## src/rtl/mem_arbiter.sv

```systemverilog
// Shares one unified word memory between the instruction-fetch and data ports
// of mips_core: data-first arbitration, fetch starvation guard, bus timeout.
module mem_arbiter #(
    parameter int TIMEOUT    = 16,
    parameter int STARVE_LIM = 4
) (
    input  logic        clk,
    input  logic        rst_b,
    input  logic        halted,
    input  logic        i_req,
    input  logic [31:0] i_addr,
    output logic [31:0] i_rdata,
    output logic        i_ack,
    input  logic        d_req,
    input  logic        d_we,
    input  logic [31:0] d_addr,
    input  logic [31:0] d_wdata,
    output logic [31:0] d_rdata,
    output logic        d_ack,
    output logic        bus_err,
    output logic        m_req,
    output logic        m_we,
    output logic [31:0] m_addr,
    output logic [31:0] m_wdata,
    input  logic [31:0] m_rdata,
    input  logic        m_ack,
    output logic        busy
);

    localparam int SC_W = ($clog2(STARVE_LIM + 1) > 3) ? $clog2(STARVE_LIM + 1) : 3;
    localparam int WC_W = ($clog2(TIMEOUT + 1) > 1) ? $clog2(TIMEOUT + 1) : 1;
    localparam logic [SC_W-1:0] STARVE_MAX = SC_W'(STARVE_LIM);
    localparam logic [WC_W-1:0] WAIT_LAST  = WC_W'(TIMEOUT - 1);

    typedef enum logic [1:0] {
        IDLE  = 2'd0,
        BUS_I = 2'd1,
        BUS_D = 2'd2,
        RESP  = 2'd3
    } state_t;

    state_t            state;
    state_t            next_state;
    logic [SC_W-1:0]   starve_cnt;
    logic [WC_W-1:0]   wait_cnt;
    logic              fetch_ok;
    logic              grant_i;
    logic              grant_d;
    logic              on_bus;
    logic              timeout_hit;
    logic              bus_done;

    // NOTE: sequential state uses non-blocking assignments so every register
    // samples the pre-edge values, independent of process ordering.
    always_ff @(posedge clk) begin
        if (rst_b) state <= IDLE;
        else       state <= next_state;
    end

    always_comb begin
        next_state = state;
        case (state)
            IDLE:         if (grant_d)       next_state = BUS_D;
                          else if (grant_i)  next_state = BUS_I;
            BUS_I, BUS_D: if (bus_done)      next_state = RESP;
            RESP:                            next_state = IDLE;
            default:                         next_state = IDLE;
        endcase
    end

    // NOTE: every signal gets a default before any branch, so no latch can
    // be inferred when a branch leaves it unassigned.
    always_comb begin
        fetch_ok    = i_req & ~halted;
        grant_i     = 1'b0;
        grant_d     = 1'b0;
        if (state == IDLE) begin
            // Data wins unless fetch has been passed over STARVE_LIM times.
            if (d_req && !(fetch_ok && starve_cnt == STARVE_MAX)) grant_d = 1'b1;
            else if (fetch_ok)                                    grant_i = 1'b1;
        end
        on_bus      = (state == BUS_I) || (state == BUS_D);
        timeout_hit = on_bus && !m_ack && (wait_cnt == WAIT_LAST);
        bus_done    = on_bus && (m_ack || timeout_hit);
    end

    always_ff @(posedge clk) begin
        if (rst_b) begin
            m_req      <= 1'b0;
            m_we       <= 1'b0;
            m_addr     <= '0;
            m_wdata    <= '0;
            i_rdata    <= '0;
            d_rdata    <= '0;
            i_ack      <= 1'b0;
            d_ack      <= 1'b0;
            bus_err    <= 1'b0;
            busy       <= 1'b0;
            starve_cnt <= '0;
            wait_cnt   <= '0;
        end else begin
            i_ack   <= bus_done && (state == BUS_I);
            d_ack   <= bus_done && (state == BUS_D);
            bus_err <= timeout_hit;
            busy    <= (next_state != IDLE);

            if (grant_d) begin
                m_req   <= 1'b1;
                m_we    <= d_we;
                m_addr  <= d_addr;
                m_wdata <= d_wdata;
                if (fetch_ok && starve_cnt != STARVE_MAX) starve_cnt <= starve_cnt + 1'b1;
            end else if (grant_i) begin
                m_req      <= 1'b1;
                m_we       <= 1'b0;
                m_addr     <= i_addr;
                starve_cnt <= '0;
            end

            if (on_bus && !m_ack) wait_cnt <= wait_cnt + 1'b1;
            else if (state == RESP) wait_cnt <= '0;

            if (bus_done) begin
                m_req <= 1'b0;
                // An aborted transfer returns zero; a completed store keeps d_rdata.
                if (state == BUS_I)
                    i_rdata <= timeout_hit ? '0 : m_rdata;
                else if (timeout_hit || !m_we)
                    d_rdata <= timeout_hit ? '0 : m_rdata;
            end
        end
    end

endmodule

```

## config.mk

```make
export PLATFORM = sky130hd
export DESIGN_NAME = mem_arbiter
export DESIGN_NICKNAME = d
export VERILOG_FILES = /design/src/rtl/mem_arbiter.sv
export SDC_FILE = /design/constraint.sdc
export NUM_CORES = 1
export LEC_CHECK = 0
export ABC_AREA = 0
export CELL_PAD_IN_SITES_DETAIL_PLACEMENT = 1
export CELL_PAD_IN_SITES_GLOBAL_PLACEMENT = 2
export CORE_UTILIZATION = 24
export CTS_CLUSTER_SIZE = 12
export DETAILED_ROUTE_END_ITERATION = 12
export PLACE_DENSITY = 0.84
export SKIP_CTS_REPAIR_TIMING = 1
export SYNTH_ARGS = -nofsm -noshare
export SYNTH_HDL_FRONTEND = slang
export SYNTH_SLANG_ARGS = --single-unit
```

## constraint.sdc

```tcl
create_clock -name clk -period 3.7 [get_ports clk]
set_clock_uncertainty 0.2 [all_clocks]
set_input_delay 0.925 -clock clk [delete_from_list [all_inputs] [get_ports clk]]
set_output_delay 0.925 -clock clk [all_outputs]
set_load 0.03 [all_outputs]
```

* Word level (Yosys, flattened, before mapping) *
Index checks and enable logic that the tools add are counted.

cells by class
  add/sub/neg operators = 2
  equality and inequality tests = 7
  muxes and demuxes = 21
  bitwise logic cells = 3
  reductions and logical operators = 23

operator list
  cell                                                              number
  32-bit two-way mux                                                3
  5-bit two-way mux                                                 2
  1-bit two-way mux                                                 9
  3-bit two-way mux                                                 3
  1-bit logical AND                                                 8
  2-bit two-way mux                                                 3
  2-bit one-hot mux with 3 select lines                             1
  2-bit nonzero test                                                3
  5-bit by 1-bit adder with 5-bit output (second input constant)    1
  5-bit by 4-bit == test with 1-bit output (second input constant)  1
  2-bit == test (second input constant)                             2
  2-bit AND reduction                                               2
  2-bit OR reduction                                                2
  3-bit by 1-bit adder with 3-bit output (second input constant)    1
  3-bit == test (second input constant)                             1
  1-bit zero test                                                   3
  1-bit logical OR                                                  3
  3-bit != test (second input constant)                             1
  3-bit AND reduction                                               1
  2-bit by 1-bit == test with 1-bit output (second input constant)  1
  2-bit zero test                                                   1
  2-bit by 1-bit != test with 1-bit output (second input constant)  1
  1-bit NOT                                                         2
  1-bit AND                                                         1

storage, ports and cells
  register bits = 144
  input bits = 135
  word-level logic and storage cells = 69

* Longest topological paths before layout *
Gate-level depths: netlist of the first run.

  depth after elaboration = 11
  gate-level depth with buffers = 9

* Least setup slack after synthesis of the first run *
Ideal clock, no wire load.

  path kind = in2reg
  from = input port halted
  to = register m_addr[10]
  arrival = 1808 ps
  data required time = 3354 ps
  path slack = 1546 ps
  cell stages on the path = 6
  path buffers = 2
  cells stage by stage = nand4b_2 > and3_1 > buf_4 > buf_6 > a21oi_2 > a211oi_2

between the ends
  longest elaborated chain between the ends = 8

RTL lines
  item                                                      RTL line  source
  from (decl)                                               9         input logic halted,
  1-bit NOT (*)                                             74        fetch_ok = i_req & ~halted;
  1-bit AND (*)                                             74
  1-bit logical AND                                         79        if (d_req && !(fetch_ok && starve_cnt == STARVE_MAX)) grant_d = 1'b1;
  1-bit zero test                                           79
  1-bit logical AND                                         79
  1-bit two-way mux                                         79
  1-bit two-way mux                                         77        if (state == IDLE) begin
  32-bit two-way mux or 2-bit nonzero test (tied branches)  n/a
  to (signal assigned)                                      110       m_addr <= d_addr;
  to (signal assigned)                                      116       m_addr <= i_addr;
  to (decl)                                                 23        output logic [31:0] m_addr,

Mark *: on every way between the ends. The rest lies on a longest branch, timed or not.
A chain may end at the register's enable or synchronous reset.

* Worst setup path in the final report of the first run *
  from = input port halted
  to = register m_addr[31]

The elaborated chain is that of the path after synthesis.

==> impl_metrics.toml, run 1 <==
[finish]
fin_util_pct = 39.5
multiInputGateArea_mm2 = 0.00256
finalNonFillerCells = 1272
final_cell_mix = "clkdlybuf4s50_1, nand2_1, dfxtp_1"
nFillCells = 2802
register_area_mm2 = 0.00288
diodes = 0
fin_nets = 1084
areaGrowthSynthToFinish_pct = 60.6
drive_gt1_share_pct = 9.86
layout_commonest_cell = "clkdlybuf4s50_1"

[sta]
holdWs_ns = 0.250
setup_viol = 0
period_minus_slack_ns = 2.70
finalMaxSlewViolations = 0
finalHoldViolations = 0
rsz0062_at_grt = "false"
setup_tns_ns = 0
tightest_slew_ns = 0.680
slew_headroom_pct = 54.7
max_freq_mhz = 370
post-route-period-util_pct = 73.0

[synthesis]
syn-mean-instance-area_um2 = 8.34
syn_nets = 840
syn_area_mm2 = 0.00581
synthCells = 697
synth-edff-count = 0
ys_ff_latch = 144
async_flop_share_pct = 0
seq_area_frac_synth_pct = 49.6
synth.distinct_cells = 34
synth_ff_type = "dfxtp_1"
yosysWarningCount = 0

[status]
outcome = "completed"

[setup_path]
critPathCaptureType = "register"
arrival_ns = 2.83
r2r_start = "starve_cnt[0]"
worstPathMaxFanout = 23
crit_path_end = "m_addr[31]"
worst_setup_path_start_kind = "primary input"
required_ns = 3.83
r2r_setup_slack_ns = 1.35
worst_r2r_path_depth = 7
startpoint = "halted"
rr_endpoint = "m_addr[31]"
crit_type = "in2reg"

[worst_hold_path]
worstHoldPathCells = 2
hold_class = "reg2reg"

[clocking]
clk_pin_slew_ns = 0.06
cts_inserted_buffers = 17
clkLatencyLatePin_ns = 0.42
cts_tree = "done"
root_buffer = "clkbuf_16"
htree_num_levels = 4
cts_max_path_buffers = 2
cts.sinks = 144

[grt]
grt_pass1_vias = 5988
grt_max_degree = 54
grt.total_usage_pct = 17.2
grt-ovfl-total = 0
grt_pass1_wl_um = 32900
antenna_found_initial = 0

[floorplan]
core-area_mm2 = 0.0236
start_util_pct = 24.6
num_io_pins = 269
dieArea_mm2 = 0.0248
die_w_um = 158
rows = 56
dieHeight_um = 158

[routing]
vias_per_cell = 4.51
wl_per_cell_um = 16.7
drtPass1Iterations = 4
drc_errors = 0
drtIter0Drc = 207
antenna_left = 0
drt-total-wl_um = 21300
vias = 5738

[placed_design]
dp.cells = 1241
hpwl_um = 14800
io_buffers = 268
gp_congestion = 0.752

[power]
peakVddDrop_uv = 264
power.density_mw_per_mm2 = 476
p_leak_nw = 3.24
power_mw = 4.44

[flow_run]
maxCapViolations = 0
-- worst min path at each step --
| stage | end | slack, ns | startpoint |
|---|---|---|---|
| after floorplan | starve_cnt[1] | 0.25 | starve_cnt[1] |
| after global placement | d_rdata[31] | 0.24 | d_rdata[31] |
| after detailed placement | d_rdata[21] | 0.25 | d_rdata[21] |
| after CTS | d_rdata[21] | 0.26 | d_rdata[21] |
| after global routing | i_rdata[5] | 0.28 | i_rdata[5] |
| final | d_rdata[21] | 0.25 | d_rdata[21] |
-- through the flow --
| step | worst slack [ns] | cell area (um2) |
|---|---|---|
| 2_1_floorplan | 1.55 | 5810 |
| 3_3_place_gp | 0.637 | 8740 |
| 3_5_place_dp | 0.557 | 8740 |
| 4_1_cts | 0.999 | 9330 |
| 5_1_grt | 0.901 | 9330 |
| 6_report | 1.00 | 9330 |
-- synth_stat cells (2+ instances only) --
cell,count,area (um2)
a211oi_1,11,82.6
a211oi_2,20,250
a21oi_1,116,581
a21oi_2,20,175
a31oi_1,3,18.8
and2_1,3,18.8
and3_1,3,18.8
buf_1,2,7.51
buf_2,24,120
buf_4,11,82.6
buf_6,8,90.1
clkbuf_1,14,52.6
dfxtp_1,144,2880
ha_1,8,100
inv_1,7,26.3
nand2_1,169,634
nand2b_1,2,12.5
nand3_1,68,340
nand3b_1,2,15.0
nor2_1,42,158
nor3_1,2,10.0
nor3b_1,2,15.0
o21ai_0,4,20.0
or3_1,2,12.5
-- layout make-up --
| class | instances | area share [%] |
|---|---|---|
| tap | 319 | 4.28 |
| clock inverter | 12 | 1.45 |
| multi-input combinational | 487 | 27.4 |
| inverter | 7 | 0.282 |
| timing repair buffer | 284 | 30.8 |
| sequential | 144 | 30.9 |
| clock buffer | 19 | 4.86 |
-- per-layer routing --
| layer | track usage, % | routed length, um | up-vias |
|---|---|---|---|
| met5 | 0 | 0 | - |
| met1 | 21.0 | 9420 | 2737 |
| li1 | - | - | 2843 |
| met2 | 29.6 | 10500 | 136 |
| met4 | 6.15 | 403 | 0 |
| met3 | 3.89 | 1010 | 22 |
-- where the power goes --
part / internal (mW) / switching (mW)
Clock: 1.03 / 0.702
Combinational: 0.437 / 0.554
Sequential: 1.66 / 0.0628
-- state kept, by name, summed over array words and instances, names as in the netlist --
name / count
d_ack: 1
d_rdata: 32
i_rdata: 32
wait_cnt: 5
starve_cnt: 3
state: 2
i_ack: 1
m_we: 1
m_addr: 32
m_req: 1
m_wdata: 32
busy: 1
bus_err: 1
-- worst max-delay path: stages --
cell and delay (ns):
clkdlybuf4s50_1 0.50, nand4b_2 0.18, and3_2 0.53, buf_4 0.36
a21oi_1 0.07, a211oi_1 0.25
-- cell families (layout without fill, tap and decap cells) --
| family | Yosys count | count (layout) | share of synthesized area, % |
|---|---|---|---|
| fa+ha+maj | 8 | 8 | 1.72 |
| buf+inv | 66 | 322 | 6.52 |
| flops | 144 | 144 | 49.6 |
| compound gates | 180 | 180 | 20.2 |
| simple gates | 299 | 299 | 21.9 |
Note: power is estimated with default switching activity, not from simulation.
==> run 2, diff against run 1 <==
--- a/config.mk
+++ b/config.mk
@@ -8,10 +8,10 @@
 export ABC_AREA = 0
 export CELL_PAD_IN_SITES_DETAIL_PLACEMENT = 1
 export CELL_PAD_IN_SITES_GLOBAL_PLACEMENT = 2
-export CORE_UTILIZATION = 24
+export CORE_UTILIZATION = 22
 export CTS_CLUSTER_SIZE = 12
 export DETAILED_ROUTE_END_ITERATION = 12
-export PLACE_DENSITY = 0.84
+export PLACE_DENSITY = 0.78
 export SKIP_CTS_REPAIR_TIMING = 1
 export SYNTH_ARGS = -nofsm -noshare
 export SYNTH_HDL_FRONTEND = slang
==> constraint.sdc (replaced) <==
create_clock -name clk -period 2.7 [get_ports clk]
set_clock_uncertainty 0.2 [all_clocks]
set_input_delay 0.675 -clock clk [delete_from_list [all_inputs] [get_ports clk]]
set_output_delay 0.675 -clock clk [all_outputs]
set_load 0.03 [all_outputs]
==> run 2 against run 1 <==
Net effect:
- sequential cell count unchanged
- count of clock-buffer cells in the layout is 2 lower
- first-iteration DRC count increased by 5.3%
- global-route usage is 1.6 points lower
- hold slack improved by 0.0031 ns
- largest power group is now registers
==> impl_metrics.toml, run 2 (synthesized netlist as in run 1, its figures left out) <==
[sta]
setup_tns_ns = 0
setup_viol = 0
slew_headroom_pct = 56.0
rsz0062_at_grt = "false"
max_freq_mhz = 417
period_minus_slack_ns = 2.40
finalHoldViolations = 0
post-route-period-util_pct = 88.8
finalMaxSlewViolations = 0
holdWs_ns = 0.253
tightest_slew_ns = 0.660

[finish]
areaGrowthSynthToFinish_pct = 62.8
fin_nets = 1087
layout_commonest_cell = "clkdlybuf4s50_1"
final_cell_mix = "clkdlybuf4s50_1, nand2_1, dfxtp_1"
stdcell_area_mm2 = 0.00946
nFillCells = 3006
drive_gt1_share_pct = 10.2

[setup_path]
r2r_setup_slack_ns = 0.53
critPathCaptureType = "output port"
worst_setup_path_start_kind = "register"
required_ns = 1.82
crit_type = "reg2out"
startpoint = "m_we"
crit_buf_inv = 1
worst_r2r_path_depth = 8
arrival_ns = 1.52
cpPeakStageDelay_ns = 0.75
crit_family = "buffers and inverters"
rr_endpoint = "i_rdata[18]"
worstPathMaxFanout = 3
r2r_start = "wait_cnt[0]"
crit_slowest_cell = "clkdlybuf4s50_1"
path_cells = "clkdlybuf4s50_1"

[worst_hold_path]
worstHoldPathCells = 2
min_from = "d_rdata[21]"
hold_class = "reg2reg"
min_to = "d_rdata[21]"

[grt]
grt-ovfl-total = 0
grt_util_met2_pct = 27.1
grt_pass1_vias = 5862
gr-max-usage-layer = "met2"
grt.total_usage_pct = 15.7
grt_max_degree = 66
grt_pass1_wl_um = 32700
grtUsageMet1_pct = 19.1
met3_usage_pct = 3.09
antenna_found_initial = 0

[clocking]
clkLatencyLatePin_ns = 0.42
cts_tree = "done"
cts.sinks = 144
clk_pin_slew_ns = 0.06
cts_inserted_buffers = 17
cts_max_path_buffers = 2
htree_num_levels = 4
root_buffer = "clkbuf_16"

[floorplan]
dieHeight_um = 165
core-area_mm2 = 0.0260
rows = 59
die_w_um = 165
dieArea_mm2 = 0.0271
start_util_pct = 22.4
num_io_pins = 269

[placed_design]
gp_congestion = 0.765
io_buffers = 268
hpwl_um = 14800
dpl_cell_area_mm2 = 0.00891

[power]
peakVddDrop_uv = 275
power_switching_mw = 1.91
intPower_mw = 4.11
combPwrFrac_pct = 23.3
power.share.sequential_pct = 39.1
power.density_mw_per_mm2 = 637
switching_share_pct = 31.7
p_leak_nw = 3.28
power_frac_clock_pct = 37.5

[flow_run]
maxCapViolations = 0

[routing]
vias_per_cell = 4.49
drc_errors = 0
wl_per_cell_um = 16.6
drt-total-wl_um = 21500
drtPass1Iterations = 4
drtIter0Drc = 218
vias = 5800
antenna_left = 0

[status]
outcome = "completed"
run 2: layer usage:
metal | part of all wire [%] | up-vias
met3 | 4.6 | 21
met1 | 43 | 2795
met5 | 0 | -
met4 | 1.9 | 0
met2 | 50 | 133
li1 | - | 2851
run 2: cell type report:
type / instances / area (um2) / area share (%)
clock buffers: 17 / 425 / 4.50
well taps: 335 / 419 / 4.43
clock inverters: 15 / 124 / 1.31
inverters: 7 / 26.3 / 0.278
repair buffers: 287 / 3020 / 32.0
multi-input cells: 487 / 2560 / 27.0
diodes: 1 / 2.50 / 0.0265
flip-flops and latches: 144 / 2880 / 30.5
run 2: worst max-delay path by stage:
stage                   to  slack [ns]  depth (start not counted)
2_1_floorplan  i_rdata[10]        0.70                          9
3_3_place_gp   m_wdata[29]        0.28                          6
3_5_place_dp   m_wdata[25]        0.21                          6
4_1_cts               m_we        0.27                          1
5_1_grt               m_we        0.24                          1
6_report              m_we        0.30                          1
run 2: tightest hold or removal path, stage by stage (launching register included):
cell and delay [ns]:
dfxtp_1 0.31, nand2_1 0.05, a21oi_1 0.05
run 2: power groups by stage:
stage,clock network [mW],registers (mW),logic [mW]
floorplan,0,2.67,0.476
detailed placement,0,2.41,1.42
finish,2.26,2.36,1.41
global route,2.44,2.37,1.51
global placement,0,2.40,1.41
CTS,2.35,2.36,1.43
run 2: stage by stage:
stage	power, mW	util [%]	worst slack (ns)	std cells
after floorplan	3.15	-	0.701	697
after global placement	3.81	34.3	0.275	1260
after detailed placement	3.83	34.3	0.207	1260
after CTS	6.13	36.4	0.270	1292
after global routing	6.32	36.4	0.235	1292
final	6.02	36.4	0.304	1293
==> run 3, diff against run 2 <==
--- a/config.mk
+++ b/config.mk
@@ -11,6 +11,7 @@
 export CORE_UTILIZATION = 22
 export CTS_CLUSTER_SIZE = 12
 export DETAILED_ROUTE_END_ITERATION = 12
+export GPL_ROUTABILITY_DRIVEN = 0
 export PLACE_DENSITY = 0.78
 export SKIP_CTS_REPAIR_TIMING = 1
 export SYNTH_ARGS = -nofsm -noshare
==> results of run 3 <==
Final layout, timing and power as in run 2 (identical DEF).
